$ cat src/rtl/bcd_decade_sequencer_if.sv
// Control/display bundle for the decade sequencer: lab inputs in, BCD digit and
// active-low lamp decode out.
interface bcd_decade_sequencer_if;
  logic       en;
  logic       up;
  logic       load;
  logic [3:0] load_val;
  logic [3:0] bcd;
  logic [9:0] y_n;
  logic       tc;
  logic       load_err;

  modport master (
    output en, up, load, load_val,
    input  bcd, y_n, tc, load_err
  );

  modport slave (
    input  en, up, load, load_val,
    output bcd, y_n, tc, load_err
  );
endinterface

$ cat src/rtl/bcd_decade_sequencer.sv
// Prescaled up/down BCD decade counter with registered active-low decimal
// decode, validated synchronous load and a terminal-count pulse for cascading.
module bcd_decade_sequencer #(
  parameter int unsigned TICK_DIV = 4
) (
  input  logic                   clk,
  input  logic                   rst,
  bcd_decade_sequencer_if.slave  bus
);

  localparam int unsigned DIV_W = (TICK_DIV > 1) ? $clog2(TICK_DIV) : 1;
  localparam logic [DIV_W-1:0] DIV_MAX = DIV_W'(TICK_DIV - 1);

  typedef enum logic {HOLD, RUN} state_t;

  state_t           state;
  logic [DIV_W-1:0] div_cnt;
  logic [3:0]       bcd_q;
  logic [9:0]       y_n_q;
  logic             tc_q;
  logic             load_err_q;

  logic             valid_load;
  logic             step;
  logic             wrap;
  logic [3:0]       bcd_next;

  // NOTE: every signal gets a default at the top of always_comb so no path
  // leaves one unassigned and infers a latch.
  always_comb begin
    valid_load = bus.load && (bus.load_val <= 4'd9);
    step       = bus.en && !valid_load && (div_cnt == DIV_MAX);
    wrap       = 1'b0;
    bcd_next   = bcd_q;

    if (valid_load) begin
      bcd_next = bus.load_val;
    end else if (step) begin
      if (bus.up) begin
        wrap     = (bcd_q == 4'd9);
        bcd_next = wrap ? 4'd0 : bcd_q + 4'd1;
      end else begin
        wrap     = (bcd_q == 4'd0);
        bcd_next = wrap ? 4'd9 : bcd_q - 4'd1;
      end
    end
  end

  // NOTE: sequential state uses non-blocking assignments so all registers
  // update from the same pre-edge values.
  always_ff @(posedge clk or posedge rst) begin
    if (rst) begin
      state      <= HOLD;
      div_cnt    <= '0;
      bcd_q      <= 4'd0;
      y_n_q      <= 10'h3FE;
      tc_q       <= 1'b0;
      load_err_q <= 1'b0;
    end else begin
      // The mode register only tracks enable/load history; the prescaler
      // itself is qualified directly by en so the first step lands exactly
      // TICK_DIV enabled cycles after div_cnt was last cleared.
      if (valid_load) begin
        state <= HOLD;
      end else begin
        case (state)
          HOLD:    if (bus.en)  state <= RUN;
          RUN:     if (!bus.en) state <= HOLD;
          default: state <= HOLD;
        endcase
      end

      if (valid_load) begin
        div_cnt <= '0;
      end else if (bus.en) begin
        div_cnt <= (div_cnt == DIV_MAX) ? '0 : div_cnt + 1'b1;
      end

      // Decode from the next digit so bcd and y_n switch on the same edge.
      bcd_q      <= bcd_next;
      y_n_q      <= ~(10'd1 << bcd_next);
      tc_q       <= wrap;
      load_err_q <= bus.load && !valid_load;
    end
  end

  assign bus.bcd      = bcd_q;
  assign bus.y_n      = y_n_q;
  assign bus.tc       = tc_q;
  assign bus.load_err = load_err_q;

endmodule
$ cat src/flat_wrapper.sv
// flat-port wrapper written by rule: the top's interface ports become plain ports
module bcd_decade_sequencer_flat 
#(
  parameter int unsigned TICK_DIV = 4
)
  (clk, rst, bus_en, bus_up, bus_load, bus_load_val, bus_bcd, bus_y_n, bus_tc, bus_load_err);
  bcd_decade_sequencer_if bus_i ();
  input  logic clk;
  input  logic rst;
  input wire logic [$bits(bus_i.en)-1:0] bus_en;
  input wire logic [$bits(bus_i.up)-1:0] bus_up;
  input wire logic [$bits(bus_i.load)-1:0] bus_load;
  input wire logic [$bits(bus_i.load_val)-1:0] bus_load_val;
  output wire logic [$bits(bus_i.bcd)-1:0] bus_bcd;
  output wire logic [$bits(bus_i.y_n)-1:0] bus_y_n;
  output wire logic [$bits(bus_i.tc)-1:0] bus_tc;
  output wire logic [$bits(bus_i.load_err)-1:0] bus_load_err;
  assign bus_i.en = bus_en;
  assign bus_i.up = bus_up;
  assign bus_i.load = bus_load;
  assign bus_i.load_val = bus_load_val;
  assign bus_bcd = bus_i.bcd;
  assign bus_y_n = bus_i.y_n;
  assign bus_tc = bus_i.tc;
  assign bus_load_err = bus_i.load_err;
  bcd_decade_sequencer #(.TICK_DIV(TICK_DIV)) u_core (.clk(clk), .rst(rst), .bus(bus_i));
endmodule
$ cat config.mk
export PLATFORM = sky130hd
export DESIGN_NAME = bcd_decade_sequencer_flat
export DESIGN_NICKNAME = d
export VERILOG_FILES = /design/src/rtl/bcd_decade_sequencer_if.sv /design/src/rtl/bcd_decade_sequencer.sv /design/src/flat_wrapper.sv
export SDC_FILE = /design/constraint.sdc
export NUM_CORES = 1
export LEC_CHECK = 0
export ABC_AREA = 0
export BUFFER_PORTS_ARGS = -buffer_cell sky130_fd_sc_hd__clkbuf_2
export CORE_UTILIZATION = 54
export DETAILED_ROUTE_END_ITERATION = 16
export GPL_TIMING_DRIVEN = 0
export PLACE_DENSITY = 0.77
export SETUP_SLACK_MARGIN = 0.4
export SYNTH_ARGS = -nofsm -noshare
export SYNTH_HDL_FRONTEND = slang
export SYNTH_SLANG_ARGS = --single-unit
export TNS_END_PERCENT = 10
$ cat constraint.sdc
create_clock -name clk -period 4.2 [get_ports clk]
set_clock_uncertainty 0.05 [all_clocks]
set_input_delay 0.21 -clock clk [delete_from_list [all_inputs] [get_ports clk]]
set_output_delay 0.21 -clock clk [all_outputs]
set_load 0.05 [all_outputs]
==> run metrics, run 1 <==
first-pass GRT wire length=3010 um; Initial Util=60.1%; max cap viols=0; CTS Hold Buffers Added=1; port bufs=24; Slew @ Worst Pin=roughly 0.64 ns; Post-synth EDFFs=0; total gr overflow=0; R2R depth=6; antenna-violating nets left=0; Period minus WS final=between 2 and 2.5 ns; DRC violations left=2; final hold vios=0; Top Ports=25; Synth Register Bits=18; Initial DRC Count=22; CTS max path bufs=2; DR vias/cell=5.56; M1 wire length=about 870 um; synthesized area=947 sq um; max_slew headroom=between 50% and 60%; biggest cell delay along the critical path=0.52 ns; VDD IR max=0.373 mV; max-slew violation count=0; clk slew on worst S/H paths=approximately 0.09 ns; worst reg2reg startpoint=u_core.bus.bcd[1]; clk root buf=clkbuf_4; WL per Instance=13.2 um; failing checks=design-rule violations; post-synthesis sequential area ratio=48.7%; largest net degree at the start of global routing=19; drt pass-1 iters=10; core area=1580 sq um; postcts setup bufs=0; setup TNS=0 ns; PostCTS Resize Cnt=0; Final nets=133; Setup crit start=u_core.bus.bcd[1]; Critical-path top delay cell=or4_4; CTS tree=built; metal2 WL=842 um; Async S/R FF share, synth=100%; share of cells above drive strength 1=38.5%; full die area=1930 sq um; Arrival @ worst endpoint=2.22 ns; Antenna Cells=0; synth-to-layout area growth=19.7%; placed wire-length estimate=1350 um; vias in the first global route=676; Die H=approximately 44 um; gpl congestion=0.836; gr usage total=21.7%; worst hold path depth=3; count of final setup violators=0; total power=0.535 mW; Syn Inst Count=93; element type at the critical path start=register; pwr/cell area=472 nW/um^2; mean cell area of the mapped netlist=10.2 sq um; min-delay src=bus_load; fin crit share=about half; Top Layer Used=met4; warnings from Yosys=0; dominant cell type by area after synthesis=dfstp_2; RSZ-0062 raised after global routing=no; Hold Crit Class=input port to register; FP Rows=14; crit end category=register; Sink Count=18; Mapped Nets=103; number of CTS-inserted buffers=3; final non-filler cell total=around 140; Unique masters post-synth=37; Worst EP required=4.37 ns; Fmax=between 0.4 and 0.5 GHz; top_reg_cell synth=dfstp_2; leakage=0.540 nW; met3 wire length=~98 um; Worst setup endpoint=u_core.bus.y_n[8]; later-pin clock latency in the skew report=0.29 ns; chip width=approximately 44 um; H-tree levels=1; Placed Cells=133; post-synth top area share=roughly 25%; CP cell instances=buf_6 > or4_4 > a211oi_2 > a211o_2 > mux2i_4 > or3b_1; RR Endpoint=u_core.bus.y_n[8]; setup slack, reg-to-reg=2.15 ns; Fillers=135; initial antenna violation count=0; status=finished with violations; detailed-route wire length=approximately 1800 um; DR vias=767; WS Path Type=register to register; CP max FO=10; synth cell count leaders=dfrtp_1, dfstp_2, inv_1, nor2_1, o21ai_0; Area contributors post-synth=dfstp_2, dfrtp_1, o21ai_0, inv_1, nor2_1
[cell usage in the layout (no fill, tap or decap), types with 2 or more instances in the layout]
cell / count
nand4b_1: 2
clkbuf_2: 24
dfrtp_1: 9
dfstp_2: 9
xnor2_1: 2
nor3_1: 2
nand4_1: 3
and2_1: 2
nand3b_1: 2
inv_1: 8
a21o_1: 2
mux2i_1: 2
o21ai_0: 6
nand3_1: 5
a21oi_1: 2
nand2_1: 5
nor2_1: 8
or3b_1: 2
buf_2: 3
clkbuf_4: 3
[worst max-delay path, delay by kind of cell, from the launching register on]
family / cells / cell delay [ns]
buffers and inverters: 1 / 0.14
multiplexers: 1 / 0.11
flip-flops: 1 / 0.40
AND/OR/NAND/NOR: 2 / 0.88
AO/OA/AOI/OAI: 2 / 0.41
[flip-flops by register name (all words and copies together), names as in the netlist]
| register | cells |
|---|---|
| u_core.bus.bcd | 4 |
| u_core.bus.tc | 1 |
| u_core.bus.load_err | 1 |
| u_core.bus.y_n | 10 |
| u_core.div_cnt | 2 |
[where the power goes]
group          internal (mW)  leakage, nW  switching (mW)  total, mW
Clock                 0.0528       0.0210          0.0487      0.102
Sequential             0.202        0.202          0.0137      0.216
Combinational         0.0661        0.318           0.151      0.218
Total                  0.321        0.540           0.214      0.535
[cell type report]
cell class              instances  area [sq um]  area share (%)
repair buffers                 25           130            11.5
clock buffers                   4          36.3            3.20
flip-flops and latches         18           462            40.7
well taps                      16          20.0            1.77
inverters                       8          30.0            2.65
multi-input cells              62           425            37.5
plain buffers                   5          30.0            2.65
[cell families after synthesis]
family,after synthesis,share of synthesized area (%)
and+or+nand+nor,37,22.3
AOI/OAI and AO/OA,18,14.0
DFF,18,48.7
buffers and inverters,13,6.34
xor gates and xnor gates,3,2.77
muxes,3,4.49
adders and majority gates,1,1.32
[metrics by stage]
stage	utilization [%]	hold slack, ns	area, sq um	setup slack (ns)
3_5_place_dp	69.0	0.258	1090	2.16
5_1_grt	71.9	0.0930	1130	2.06
3_3_place_gp	69.0	0.241	1090	2.17
6_report	71.9	0.0971	1130	2.15
2_1_floorplan	-	0.0920	947	1.98
4_1_cts	71.9	0.0880	1130	2.14
[routing by layer]
metal  global-route usage (%)  vias to the layer above
met2                     34.0                       28
met3                     6.25                        2
met1                     29.2                      348
li1                         -                      389
met5                        0                        -
met4                     7.27                        0
[worst min-delay path by stage]
stage | end | slack, ns
2_1_floorplan | u_core.bus.bcd[0] | 0.09
3_3_place_gp | u_core.bus.bcd[0] | 0.24
3_5_place_dp | u_core.bus.bcd[3] | 0.26
4_1_cts | u_core.bus.load_err | 0.09
5_1_grt | u_core.bus.load_err | 0.09
6_report | u_core.bus.load_err | 0.1
Power figures use the tool's default switching activity.
==> run 2: changes to the inputs <==
CORE_UTILIZATION = 50   (was 54)
PLACE_DENSITY = 0.72   (was 0.77)
clock period = 1.9 ns   (was 4.2 ns; I/O delays follow)
==> run metrics, run 2 (synthesis gave the netlist of run 1 again) <==
Min-Delay Endpoint=u_core.bus.bcd[1]; initial antenna violation count=0 (unchanged); pwr/cell area=1030 nW/um^2 (+120%); detailed-route wire length=2020 um (+11%); setup TNS=-0.137 ns (-0.137 ns); max-slew violation count=0 (unchanged); Worst EP required=2.07 ns (-2.30 ns); Final nets=135 (+1.5%); antenna-violating nets left=0 (unchanged); setup slack, reg-to-reg=-0.07 ns (-2.23 ns); element type at the critical path start=register; Setup WS post-layout=-0.0744 ns (-2.23 ns); CTS tree=built; Initial Util=54.3% (-5.8 points); FP Rows=15 (+1); min-delay src=bus_load_val[1]; synth-to-layout area growth=28.5%; final hold vios=0 (unchanged); clk slew on worst S/H paths=0.09 ns (about the same); CP max FO=9 (-1); most frequent cells in the layout=clkbuf_2, dfstp_2, nor2_1; WS Path Type=register to register; RSZ-0062 raised after global routing=yes; gr usage total=22.4% (+0.73 points); DR vias=841 (+9.6%); VDD IR max=0.547 mV (+47%); number of CTS-inserted buffers=3 (unchanged); total gr overflow=0 (unchanged); port bufs=24 (unchanged); Initial DRC Count=23 (+4.5%); leakage=0.563 nW (+4.2%); first-pass GRT wire length=3210 um (+6.6%); max cap viols=0 (unchanged); drt pass-1 iters=6 (-4); worst hold path depth=3 (unchanged); Slew @ Worst Pin=0.667 ns (+0.0224 ns); RR Endpoint=u_core.bus.y_n[8]; Top Ports=25 (unchanged); CTS max path bufs=2 (unchanged); commonest non-fill, non-tap cell in the layout=clkbuf_2; H-tree levels=1 (unchanged); total power=1.26 mW (+140%); Hold Crit Class=input port to register; Arrival @ worst endpoint=2.15 ns (-0.07 ns); Period minus WS final=1.97 ns (-0.0731 ns); vias in the first global route=714 (+5.6%); max_slew headroom=55.5% (-1.5 points); status=finished with violations; Antenna Cells=0 (unchanged); WL per Instance=13.5 um (+2.6%); share of cells above drive strength 1=47.6% (+9.1 points); DRC violations left=0 (-2); Fmax=0.506 GHz (+3.7%); Die H=45.5 um (+3.7%); gpl congestion=0.834 (-0.17%); full die area=2070 sq um (+7.6%); R2R depth=6 (unchanged); largest net degree at the start of global routing=19 (unchanged); core area=1750 sq um (+11%); chip width=45.5 um (+3.7%); worst reg2reg startpoint=u_core.bus.bcd[3]; clk root buf=clkbuf_4; later-pin clock latency in the skew report=0.29 ns (about the same); Sink Count=18 (unchanged); DR vias/cell=5.64 (+1.6%); count of final setup violators=2 (+2); placed wire-length estimate=1370 um (+1.6%); max reg flops=10 (unchanged); crit end category=register; fin crit share=104% (+55 points); failing checks=negative setup slack
## run 2: cell count changes in the layout (fill, tap and decap cells not counted), moves of 2 or more
cell and delta:
buf_2 -2, buf_6 +2, dfrtp_1 -3, dfrtp_2 +3, inv_1 -2, inv_2 +2, o21ai_0 -2, o21ai_1 +2
## run 2: critical path: stages, from the launching register on
cell      delay [ns]
dfrtp_2         0.42
buf_6           0.14
or4_4           0.47
a211oi_2        0.19
a211o_2         0.17
mux2i_4         0.10
or3b_1          0.37
## run 2: worst max-delay path by stage
stage	startpoint	endpoint	slack [ns]
2_1_floorplan	u_core.bus.bcd[3]	u_core.bus.y_n[8]	-0.16
3_3_place_gp	u_core.bus.bcd[0]	u_core.bus.y_n[9]	-0.14
3_5_place_dp	u_core.bus.bcd[0]	u_core.bus.y_n[9]	-0.12
4_1_cts	u_core.bus.bcd[3]	u_core.bus.y_n[8]	-0.09
5_1_grt	u_core.bus.bcd[3]	u_core.bus.y_n[8]	-0.13
6_report	u_core.bus.bcd[3]	u_core.bus.y_n[8]	-0.07
## run 2: final cells by class
class                           count  area [sq um]
Sequential cell                    18           465
Fill cell                         144           528
Inverter                            8          30.0
Clock buffer                        4          36.3
Buffer                              5          42.5
Tap cell                           25          31.3
Timing Repair Buffer               27           148
Multi-Input combinational cell     62           464
## run 2: what timing repair did
item                                    CTS  global route
endpoints found under the hold margin    10             0
setup buffers                             0             1
gates resized for setup                  12             2
hold buffers                              2             0
endpoints found under the setup margin   14            14
pin swaps                                 6             5
## run 2: per-stage QoR
stage	hold WS (ns)	instance area [sq um]	utilization (%)	worst slack, ns	std cells
finish	0.0484	1220	69.7	-0.0744	149
global route	0.0498	1220	69.7	-0.127	149
CTS	0.0301	1210	69.3	-0.0935	148
detailed placement	0.139	1110	63.5	-0.121	142
global placement	0.125	1110	63.5	-0.136	142
floorplan	-0.0232	957	-	-0.162	93
## run 2: report_power, final
group / switching [mW] / internal (mW)
Combinational: 0.355 / 0.184
Clock: 0.112 / 0.117
Sequential: 0.0406 / 0.450
## run 2: routing by layer
layer,up-vias,share of wire (%),GRT usage [%]
li1,393,-,-
met1,408,43,26.5
met2,35,50,37.7
met3,5,5.8,7.54
met4,0,1.1,7.88
met5,-,0,0
==> run 3: changes to the inputs <==
PLACE_DENSITY = 0.75   (was 0.72)
==> run metrics, run 3 (synthesis gave the netlist of run 1 again) <==
status=finished with violations; failing checks=negative setup slack; crit end category=register; Fillers=136 (-5.6%); cell family with most CP delay=simple AND/OR/NAND/NOR gates; Critical-path top delay cell=or4_4; port bufs=24 (unchanged); element type at the critical path start=register; Worst EP required=2.07 ns (about the same); CTS tree=built; Sink Count=18 (unchanged); detailed-route wire length=1960 um (-2.9%); RSZ-0062 raised after global routing=yes; drt pass-1 iters=4 (-2); Fmax=0.509 GHz (+0.53%); DR vias/cell=5.46 (-3.3%); clk slew on worst S/H paths=0.10 ns (about the same); pwr/cell area=1000 nW/um^2 (-2.8%); WL per Instance=13.2 um (-2.9%); chip width=45.5 um (unchanged); Die H=45.5 um (unchanged); Period minus WS final=1.96 ns (-0.0104 ns); CTS max path bufs=2 (unchanged); most frequent cells in the layout=clkbuf_2, dfstp_2, nor2_1; max cap viols=0 (unchanged); H-tree levels=1 (unchanged); min-delay src=bus_load_val[1]; vias in the first global route=711 (-0.42%); FP Rows=15 (unchanged); gpl congestion=0.828 (-0.74%); share of cells above drive strength 1=51.6% (+4.0 points); later-pin clock latency in the skew report=0.29 ns (about the same); CP cell instances=buf_6 > or4_4 > a211oi_2 > a211o_2 > mux2i_4 > or3b_1; antenna-violating nets left=0 (unchanged); Arrival @ worst endpoint=2.14 ns (about the same); max reg flops=10 (unchanged); Setup WS post-layout=-0.0640 ns (+0.0104 ns); post-route cell area=1260 sq um (+3.3%); VDD IR max=0.551 mV (+0.68%); final hold vios=0 (unchanged); DRC violations left=0 (unchanged); core area=1750 sq um (unchanged); WP buf/inv=1 (unchanged); leakage=0.570 nW (+1.4%); Setup crit start=u_core.bus.bcd[3]; initial antenna violation count=0 (unchanged); Initial DRC Count=21 (-8.7%); first-pass GRT wire length=3150 um (-1.7%); dpl cell area=1110 sq um (unchanged); Initial Util=54.3% (unchanged); biggest cell delay along the critical path=0.48 ns (about the same); number of CTS-inserted buffers=3 (unchanged); DR vias=813 (-3.3%); Slew @ Worst Pin=0.645 ns (-0.0224 ns); commonest non-fill, non-tap cell in the layout=clkbuf_2; Antenna Cells=0 (unchanged); fin crit share=103% (-0.55 points); WS Path Type=register to register; post-layout util=72.0% (+2.3 points); max_slew headroom=57.0% (+1.5 points); synth-to-layout area growth=32.8%; largest net degree at the start of global routing=19 (unchanged); count of final setup violators=2 (unchanged); clk root buf=clkbuf_4; Top Ports=25 (unchanged); max-slew violation count=0 (unchanged); CP max FO=9 (unchanged); worst reg2reg startpoint=u_core.bus.bcd[3]; placed wire-length estimate=1380 um (+0.76%); Final nets=135 (unchanged); full die area=2070 sq um (unchanged); Hold Crit Class=input port to register; gr usage total=21.8% (-0.66 points); total gr overflow=0 (unchanged)
-- run 3: worst paths after layout --
path / cells after the start / endpoint / slack (ns)
worst max-delay path: 6 / u_core.bus.y_n[8] / -0.06
worst min-delay path: 3 / u_core.bus.bcd[1] / 0.05
worst max register to register: 6 / u_core.bus.y_n[8] / -0.06
worst min register to register: 2 / u_core.bus.tc / 0.55
max in group asynchronous: 3 / u_core.bus.bcd[1] / 1.00
min in group asynchronous: 3 / u_core.bus.tc / 0.36
-- run 3: tightest hold or removal path: stages --
cell and delay [ns]:
clkbuf_2 0.15, a21oi_2 0.08, inv_1 0.05
-- run 3: metrics by stage --
step | power [mW] | setup WS [ns] | std cells | setup TNS, ns | hold slack [ns]
3_5_place_dp | 0.978 | -0.100 | 142 | -0.198 | 0.145
2_1_floorplan | 0.871 | -0.162 | 93 | -0.397 | -0.0232
3_3_place_gp | 0.962 | -0.124 | 142 | -0.226 | 0.123
5_1_grt | 1.34 | -0.134 | 149 | -0.240 | 0.0637
6_report | 1.26 | -0.0640 | 149 | -0.127 | 0.0544
4_1_cts | 1.21 | -0.0871 | 148 | -0.169 | 0.0603
-- run 3: final cells by class --
class	instances	area [sq um]	share of cell area, %
plain buffers	5	42.5	3.38
clock buffers	4	26.3	2.09
inverters	8	30.0	2.39
multi-input cells	62	514	40.9
flip-flops and latches	18	465	37.0
well taps	25	31.3	2.49
repair buffers	27	148	11.7
-- run 3: timing repair --
item / 4_1_cts / 5_1_grt
buffers inserted: 0 / 1
resized for setup: 11 / 13
endpoints found under the setup margin: 14 / 14
pin swaps: 8 / 8
hold buffers: 2 / 0
hold endpoints to repair: 10 / 0
-- run 3: per-layer routing --
metal | GRT usage (%) | up-vias | share of wire (%)
met1 | 28.0 | 394 | 46
li1 | - | 396 | -
met3 | 3.57 | 4 | 2.9
met5 | 0 | - | 0
met4 | 12.1 | 0 | 1.2
met2 | 34.6 | 19 | 50
-- run 3: power breakdown --
group | internal [mW] | switching (mW)
clock | 0.0817 | 0.112
sequential | 0.450 | 0.0413
combinational | 0.207 | 0.371
